File: src/rtl/pc_gen_if.sv
// ---------------------------------------------------------------------------
// pc_gen_if
// Purpose : groups the control/redirect inputs and the fetch outputs of the
//           fetch-address generator into one bundle.
// Signals :
//   stall          pipeline stall vector (bit 0 = PC stage)
//   branch_flag    ID-stage taken branch/jump this cycle
//   branch_target  branch target, qualified by branch_flag
//   flush          exception/eret flush, overrides stall
//   flush_pc       handler/return address, qualified by flush
//   pc             current fetch address
//   ce             fetch enable to instruction memory
//   misaligned     ce & (pc[1:0] != 0) when alignment checking is enabled
// Modports:
//   master  pipeline control side (drives redirects, observes fetch outputs)
//   slave   the generator itself
// ---------------------------------------------------------------------------
interface pc_gen_if #(
  parameter int ADDR_W  = 32,
  parameter int STALL_W = 6
);
  logic [STALL_W-1:0] stall;
  logic               branch_flag;
  logic [ADDR_W-1:0]  branch_target;
  logic               flush;
  logic [ADDR_W-1:0]  flush_pc;
  logic [ADDR_W-1:0]  pc;
  logic               ce;
  logic               misaligned;

  modport master (
    output stall, branch_flag, branch_target, flush, flush_pc,
    input  pc, ce, misaligned
  );

  modport slave (
    input  stall, branch_flag, branch_target, flush, flush_pc,
    output pc, ce, misaligned
  );
endinterface

File: src/rtl/pc_gen.sv
// ---------------------------------------------------------------------------
// pc_gen
// Purpose : fetch-address generator at the front of IF. Holds the fetch PC
//           and fetch enable, advances by INC each cycle, and handles branch
//           redirect, flush redirect, branches captured during a stall, and
//           a misalignment flag.
// Ports   :
//   clk   in  single clock, all state updates on posedge
//   rst   in  synchronous reset, active-low (0 = reset)
//   bus   pc_gen_if.slave : stall / branch_flag / branch_target / flush /
//         flush_pc in, pc / ce / misaligned out
// ---------------------------------------------------------------------------
module pc_gen #(
  parameter int              ADDR_W    = 32,
  parameter logic [ADDR_W-1:0] RESET_VEC = '0,
  parameter int              INC       = 4,
  parameter int              STALL_W   = 6,
  parameter int              ALIGN_CHK = 1
) (
  input  logic     clk,
  input  logic     rst,
  pc_gen_if.slave  bus
);

  // OFF : fetch disabled (ce=0)
  // RUN : fetching, no branch waiting
  // PEND: fetching, a branch arrived during a stall and is waiting
  typedef enum logic [1:0] {
    ST_OFF  = 2'd0,
    ST_RUN  = 2'd1,
    ST_PEND = 2'd2
  } state_t;

  state_t            r_state;
  state_t            w_state_next;
  logic [ADDR_W-1:0] r_pc;
  logic [ADDR_W-1:0] w_pc_next;
  logic [ADDR_W-1:0] r_pend_target;
  logic [ADDR_W-1:0] w_pend_target_next;
  logic              w_ce;
  logic              w_low_bits_nz;

  // ---------------------------------------------------------------------
  // State register
  // ---------------------------------------------------------------------
  always_ff @(posedge clk) begin
    if (!rst) begin
      r_state       <= ST_OFF;
      r_pc          <= RESET_VEC;
      r_pend_target <= '0;
    end else begin
      r_state       <= w_state_next;
      r_pc          <= w_pc_next;
      r_pend_target <= w_pend_target_next;
    end
  end

  // ---------------------------------------------------------------------
  // Next-state / next-pc logic
  // ---------------------------------------------------------------------
  always_comb begin
    w_state_next       = r_state;
    w_pc_next          = r_pc;
    w_pend_target_next = r_pend_target;

    case (r_state)
      ST_OFF: begin
        // The first fetch after enabling is RESET_VEC itself, so pc is
        // held at the vector on the enabling edge.
        w_state_next = ST_RUN;
        w_pc_next    = RESET_VEC;
      end

      ST_RUN, ST_PEND: begin
        if (bus.flush) begin
          // Flush wins over stall and discards any waiting branch.
          w_pc_next    = bus.flush_pc;
          w_state_next = ST_RUN;
        end else if (bus.stall[0]) begin
          // Hold pc; remember the newest branch so it is not lost.
          if (bus.branch_flag) begin
            w_pend_target_next = bus.branch_target;
            w_state_next       = ST_PEND;
          end
        end else if (bus.branch_flag) begin
          w_pc_next    = bus.branch_target;
          w_state_next = ST_RUN;
        end else if (r_state == ST_PEND) begin
          w_pc_next    = r_pend_target;
          w_state_next = ST_RUN;
        end else begin
          // Sequential fetch; wraps modulo 2^ADDR_W.
          w_pc_next = r_pc + ADDR_W'(INC);
        end
      end

      default: begin
        w_state_next = ST_OFF;
        w_pc_next    = RESET_VEC;
      end
    endcase
  end

  // ---------------------------------------------------------------------
  // Alignment check (optional)
  // ---------------------------------------------------------------------
  generate
    if (ALIGN_CHK != 0) begin : g_align
      assign w_low_bits_nz = |r_pc[1:0];
    end else begin : g_no_align
      assign w_low_bits_nz = 1'b0;
    end
  endgenerate

  // ---------------------------------------------------------------------
  // Outputs
  // ---------------------------------------------------------------------
  always_comb begin
    w_ce           = (r_state != ST_OFF);
    bus.ce         = w_ce;
    bus.pc         = r_pc;
    bus.misaligned = w_ce & w_low_bits_nz;
  end

endmodule

File: src/flat_wrapper.sv
// flat-port wrapper written by rule: the top's interface ports become plain ports
module pc_gen_flat 
#(
  parameter int              ADDR_W    = 32,
  parameter logic [ADDR_W-1:0] RESET_VEC = '0,
  parameter int              INC       = 4,
  parameter int              STALL_W   = 6,
  parameter int              ALIGN_CHK = 1
)
  (clk, rst, bus_stall, bus_branch_flag, bus_branch_target, bus_flush, bus_flush_pc, bus_pc, bus_ce, bus_misaligned);
  pc_gen_if #(.ADDR_W(ADDR_W), .STALL_W(STALL_W)) bus_i ();
  input  logic clk;
  input  logic rst;
  input wire logic [$bits(bus_i.stall)-1:0] bus_stall;
  input wire logic [$bits(bus_i.branch_flag)-1:0] bus_branch_flag;
  input wire logic [$bits(bus_i.branch_target)-1:0] bus_branch_target;
  input wire logic [$bits(bus_i.flush)-1:0] bus_flush;
  input wire logic [$bits(bus_i.flush_pc)-1:0] bus_flush_pc;
  output wire logic [$bits(bus_i.pc)-1:0] bus_pc;
  output wire logic [$bits(bus_i.ce)-1:0] bus_ce;
  output wire logic [$bits(bus_i.misaligned)-1:0] bus_misaligned;
  assign bus_i.stall = bus_stall;
  assign bus_i.branch_flag = bus_branch_flag;
  assign bus_i.branch_target = bus_branch_target;
  assign bus_i.flush = bus_flush;
  assign bus_i.flush_pc = bus_flush_pc;
  assign bus_pc = bus_i.pc;
  assign bus_ce = bus_i.ce;
  assign bus_misaligned = bus_i.misaligned;
  pc_gen #(.ADDR_W(ADDR_W), .RESET_VEC(RESET_VEC), .INC(INC), .STALL_W(STALL_W), .ALIGN_CHK(ALIGN_CHK)) u_core (.clk(clk), .rst(rst), .bus(bus_i));
endmodule
File: config.mk
export PLATFORM = sky130hd
export DESIGN_NAME = pc_gen_flat
export DESIGN_NICKNAME = d
export VERILOG_FILES = /design/src/rtl/pc_gen_if.sv /design/src/rtl/pc_gen.sv /design/src/flat_wrapper.sv
export SDC_FILE = /design/constraint.sdc
export NUM_CORES = 1
export LEC_CHECK = 0
export BUFFER_PORTS_ARGS = -buffer_cell sky130_fd_sc_hd__buf_2
export CORE_MARGIN = 1
export CORE_UTILIZATION = 46
export DETAILED_ROUTE_END_ITERATION = 6
export PLACE_DENSITY = 0.67
export SYNTH_ARGS = -nofsm -noshare
export SYNTH_HDL_FRONTEND = slang
export SYNTH_SLANG_ARGS = --single-unit
File: constraint.sdc
create_clock -name clk -period 2.9 [get_ports clk]
set_clock_uncertainty 0.15 [all_clocks]
set_input_delay 0.29 -clock clk [delete_from_list [all_inputs] [get_ports clk]]
set_output_delay 0.29 -clock clk [all_outputs]
set_load 0.1 [all_outputs]
==> flow_metrics.tcl, run 1 <==
set metrics [dict create \
    status "finished clean" \
    synthesis.nets 646 \
    nNetsFinal 730 \
    drc 0 \
    place_area_um2 4740 \
    die_h_um 96.9 \
    swShare 0.346 \
    cts-root-buf "clkbuf_8" \
    synthFlopType "dfxtp_1" \
    crit_slowest_cell "ha_1" \
    die_w_um 96.9 \
    cp_max_fo 20 \
    vias 4533 \
    multi_input_area_um2 2610 \
    fin_crit_sh 0.844 \
    avgSynthCellArea_um2 7.30 \
    n_antenna_cell 0 \
    p_clk_frac 0.348 \
    fin_area_um2 4950 \
    drv_slew 0 \
    grt_setup_unrepaired "no" \
    grt.total_usage 0.282 \
    clk_pin_slew_ps 80 \
    first_global_vias 3999 \
    first_iter_violations 360 \
    place_inst 748 \
    cts_setup_buffers 0 \
    drv_cap 0 \
    ys_warn_count 0 \
    yosys_register_bits 66 \
    synthTopCellsByArea "dfxtp_1 (32%), nand2_1 (11%), a21oi_1 (6.3%)" \
    dp_hpwl_um 9420 \
    crit_chain "inv_1 -> ha_1 -> buf_4 -> nand2_1 -> o21ai_0 -> a21oi_1 -> o41ai_1" \
    final_cells 764 \
    nFillCells 870 \
    synth_area_um2 4140 \
    crit_path_end_kind "register" \
    cp.buffers_inverters 2 \
    yosys.area.top_type "dfxtp_1" \
    row_count 34 \
    synthCells 567 \
    ios 108 \
    seq_area_frac_synth 0.319 \
    htree_levels 3 \
    relSlewSlack 0.474 \
    hold_path_class "in2reg" \
    totalWireLength_um 13300 \
    regArea_um2 1320 \
    area_delta_synth_final_pct 19.5 \
    cts_tree "done" \
    gp_congestion 0.937 \
    antenna_found_initial 0 \
    synth_cell_types 63 \
    p_int_mw 1.54 \
    port-buffer-count 102 \
    comb_power_share 0.232 \
    grt_pass1_wl_um 21200 \
    wl_per_cell_um 17.4 \
    start_util 0.475 \
    max_freq_mhz 409 \
    die-area_um2 9390 \
    insertion_delay_ps 340 \
    critPathArrivalTime_ps 2530 \
    async_reset_ff_frac 0 \
    hold_buffers 0 \
    cts_buffers 9 \
    path_delay_family "compound AO/OA/AOI/OAI gates" \
    cts_resized 0 \
    worstMarginPinSlew_ps 786 \
    drt.antenna.violating_nets 0 \
    cp-start-kind "register" \
    clockBufferDepth 2 \
    fin_util 0.567 \
    peakVddDrop_uv 264 \
    worstPathRequired_ps 2980 \
    slowest_delay_ps 510 \
    powerDensity_nw_per_um2 475 \
    grt_max_degree 44 \
    cts.sinks 66 \
    pwr-share-seq 0.420 \
    drive_above_1_share 0.221 \
    min_period_ps 2450 \
    path_class "reg2reg" \
    gr-total-overflow 0 \
    via_per_inst 5.93 \
    drt_pass1_iterations 5 \
    setup_viol 0 \
    synth_top_area_share 0.319 \
    fp.coreArea_um2 8720 \
    hold_viol_final 0 \
    switchingPower_mw 0.814 \
    fin_tns_setup_ps 0 \
    leakage_nw 1.92 \
    synth-edff-count 0 \
]
[path summary, 6_finish.rpt]
kind | cells past startpoint | to | slack (ps) | start
worst min-delay path | 3 | u_core.bus.pc[10]$_SDFFE_PN0P_ | 20 | bus_flush_pc[10]
worst min register to register | 2 | u_core.r_pend_target[28]$_SDFFE_PN0P_ | 300 | u_core.r_pend_target[28]$_SDFFE_PN0P_
worst max register to register | 7 | u_core.bus.pc[12]$_SDFFE_PN0P_ | 450 | u_core.r_state[0]$_SDFFE_PN0P_
worst max-delay path | 7 | u_core.bus.pc[12]$_SDFFE_PN0P_ | 450 | u_core.r_state[0]$_SDFFE_PN0P_
[kinds of logic after synthesis]
kind of cell             count (synthesis)  synth area share
AO/OA/AOI/OAI                          172             0.271
XOR/XNOR                                14            0.0296
adder cells (fa/ha/maj)                  5            0.0151
buffers and inverters                   55            0.0520
flip-flops                              66             0.319
multiplexers                             7            0.0172
AND/OR/NAND/NOR                        248             0.296
[worst register-to-register path, stage by stage (launching register included)]
cell and delay (ps):
dfxtp_1 340, inv_1 90, ha_1 510, buf_4 360, nand2_1 80, o21ai_0 410, a21oi_1 80, o41ai_1 320
[synth_stat cells, types with 4 or more instances]
master	n
nand2b_1	12
nand3_1	14
nand2_1	116
nor3_1	18
ha_1	5
clkbuf_1	35
and4_1	5
o31ai_1	6
a221oi_1	4
and2_1	4
o311a_1	6
xnor2_1	11
buf_2	7
nor2_1	28
mux2i_1	6
o21ai_1	15
nand3b_1	6
and3_1	4
inv_1	7
a21boi_1	32
dfxtp_1	66
nor2b_1	5
a21oi_1	52
o21ai_0	19
nand4_1	11
a211oi_1	9
nor4_1	4
[power groups by stage]
stage	combinational, mW	clock (mW)	sequential [mW]
floorplan	0.230	0	1.15
global placement	0.534	0	1.01
detailed placement	0.539	0	1.01
CTS	0.540	0.826	0.986
global route	0.577	0.873	0.994
finish	0.545	0.819	0.988
[per-layer routing]
metal,global-route usage,part of all wire,up-vias
met2,0.419,0.44,207
li1,-,-,2205
met4,0.0896,0.015,0
met3,0.0484,0.086,16
met1,0.413,0.46,2105
met5,0,0,-
[per-stage QoR]
step	power, mW	setup WS [ps]	hold WS (ps)
2_1_floorplan	1.38	26.6	275
3_3_place_gp	1.54	531	287
3_5_place_dp	1.55	531	292
4_1_cts	2.35	529	22.3
5_1_grt	2.44	329	32.1
6_report	2.35	453	24.6
[layout by cell type (no fill, tap or decap), drive strengths merged, types with 9 or more instances in the layout]
cell type,netlist,final
clkbuf,35,12
nor3,18,18
nand3,15,15
nand2b,12,12
buf,10,118
xnor2,11,11
dfxtp,66,66
nor2,28,28
nand4,12,12
o21ai,34,34
a211oi,9,9
a21oi,52,52
nand2,117,117
inv,10,10
a21boi,32,32
[state kept, by name, indices dropped and copies added (netlist names)]
| name | cells |
|---|---|
| u_core.r_pend_target | 32 |
| u_core.r_state | 2 |
| u_core.bus.pc | 32 |
[layout make-up]
type | instances | share of cell area
clock buffer | 12 | 0.0314
clock inverter | 4 | 0.0101
inverter | 10 | 0.00759
multi-input combinational | 446 | 0.527
sequential | 66 | 0.267
tap | 108 | 0.0273
timing repair buffer | 118 | 0.130
Note: power is estimated with default switching activity, not from simulation.
==> run 2: changes to the inputs <==
==> constraint.sdc (replaced) <==
create_clock -name clk -period 2.3 [get_ports clk]
set_clock_uncertainty 0.15 [all_clocks]
set_input_delay 0.23 -clock clk [delete_from_list [all_inputs] [get_ports clk]]
set_output_delay 0.23 -clock clk [all_outputs]
set_load 0.1 [all_outputs]
==> run 2 against run 1 <==
Flip-flop and latch count unchanged; highest routed layer unchanged; clock-buffer cell count is 1 lower; sequential share of layout area down 2.0 points; combinational power up 40%; hold slack worse by 20 ps; non-clock buffer count increased by 48; largest cell class unchanged; critical path type unchanged; total power grew 37%.
==> flow_metrics.tcl, run 2 (synthesized netlist as in run 1, its figures left out) <==
set metrics [dict create \
    first_iter_violations 351 \
    crit_slowest_cell "or4_1" \
    clk_pin_slew_ps 80 \
    worstMarginPinSlew_ps 471 \
    antenna_found_initial 0 \
    n_antenna_cell 0 \
    cts_buffers 9 \
    cp-start-kind "register" \
    grt_max_degree 33 \
    drc 0 \
    drt.antenna.violating_nets 0 \
    insertion_delay_ps 350 \
    die_w_um 96.9 \
    fin_tns_setup_ps 0 \
    path_delay_family "simple AND/OR/NAND/NOR gates" \
    status "finished clean" \
    leakage_nw 2.16 \
    setup_viol 0 \
    worstPathRequired_ps 2450 \
    place_inst 757 \
    path_class "reg2reg" \
    final_common_cell "nand2_1" \
    met3_usage 0.0506 \
    cts_tree "done" \
    crit_path_end_kind "register" \
    place_area_um2 4870 \
    drv_cap 0 \
    hold_viol_final 0 \
    port-buffer-count 102 \
    cp_max_fo 8 \
    fin_area_um2 5520 \
    gr-total-overflow 0 \
    dp_hpwl_um 9940 \
    use_met1 0.442 \
    total_power_mw 3.22 \
    ios 108 \
    whs_ps 4.59 \
    drt_pass1_iterations 7 \
    slowest_delay_ps 460 \
    row_count 34 \
    fp.coreArea_um2 8720 \
    vias 4782 \
    grt_util_met2 0.468 \
    start_util 0.475 \
    drv_slew 0 \
    pre_cts_slack_ps 144 \
    final_cells 812 \
    hold_path_class "in2reg" \
    via_per_inst 5.89 \
    htree_levels 3 \
    grt_pass1_wl_um 22900 \
    critPathArrivalTime_ps 2310 \
    gp_congestion 0.883 \
    peakVddDrop_uv 428 \
    drive_above_1_share 0.261 \
    cp.buffers_inverters 0 \
    max_freq_mhz 463 \
    min_period_ps 2160 \
    die-area_um2 9390 \
    fin_crit_sh 0.940 \
    gr-max-usage-layer "met2" \
    fin_util 0.633 \
    nNetsFinal 778 \
    nFillCells 780 \
    totalWireLength_um 14300 \
    cts.sinks 66 \
    grt_setup_unrepaired "no" \
    grt.total_usage 0.307 \
    final_cell_mix "nand2_1 (116), buf_2 (102), a21oi_1 (51), dfxtp_1 (42), dlygate4sd3_1 (39)" \
    area_delta_synth_final_pct 33.4 \
    first_global_vias 4391 \
    relSlewSlack 0.678 \
    fin_ws_ps 139 \
    cts-root-buf "clkbuf_8" \
    powerDensity_nw_per_um2 583 \
    clockBufferDepth 2 \
    die_h_um 96.9 \
    crit_chain "ha_1 -> and4_1 -> nand4_1 -> or4_1 -> a21oi_1 -> o311a_1" \
    wl_per_cell_um 17.7 \
    cts_setup_buffers 0 \
]
[run 2: worst paths after layout]
check | startpoint | to | slack [ps] | depth (start not counted)
worst max register to register | u_core.bus.pc[2]$_SDFFE_PN0P_ | u_core.bus.pc[22]$_SDFFE_PN0P_ | 140 | 6
worst min register to register | u_core.r_pend_target[15]$_SDFFE_PN0P_ | u_core.r_pend_target[15]$_SDFFE_PN0P_ | 300 | 2
worst max-delay path | u_core.bus.pc[2]$_SDFFE_PN0P_ | u_core.bus.pc[22]$_SDFFE_PN0P_ | 140 | 6
worst min-delay path | bus_branch_target[17] | u_core.r_pend_target[17]$_SDFFE_PN0P_ | 5 | 3
[run 2: what timing repair did]
item / in CTS / in global routing
setup endpoints to repair: 0 / 4
gates resized for setup: 0 / 4
hold buffers: 39 / 0
hold endpoints to repair: 39 / 0
[run 2: worst min-delay path, stage by stage]
cell      delay [ps]
buf_2            120
nand2_1           60
a21boi_1          50
[run 2: routing by layer]
| layer | vias to the layer above | wire, um |
|---|---|---|
| met3 | 29 | 1130 |
| li1 | 2298 | - |
| met2 | 220 | 6380 |
| met1 | 2235 | 6540 |
| met4 | 0 | 295 |
| met5 | - | 0 |
[run 2: layout make-up]
class,count,area [um^2],share of cell area
well taps,108,135,0.0245
repair buffers,166,1110,0.202
clock inverters,5,82.6,0.0149
clock buffers,11,163,0.0294
flip-flops and latches,66,1370,0.247
inverters,10,37.5,0.00680
multi-input cells,446,2630,0.475
[run 2: where the power goes]
part / switching [mW] / internal (mW)
combinational: 0.512 / 0.250
sequential: 0.0577 / 1.19
clock: 0.507 / 0.710
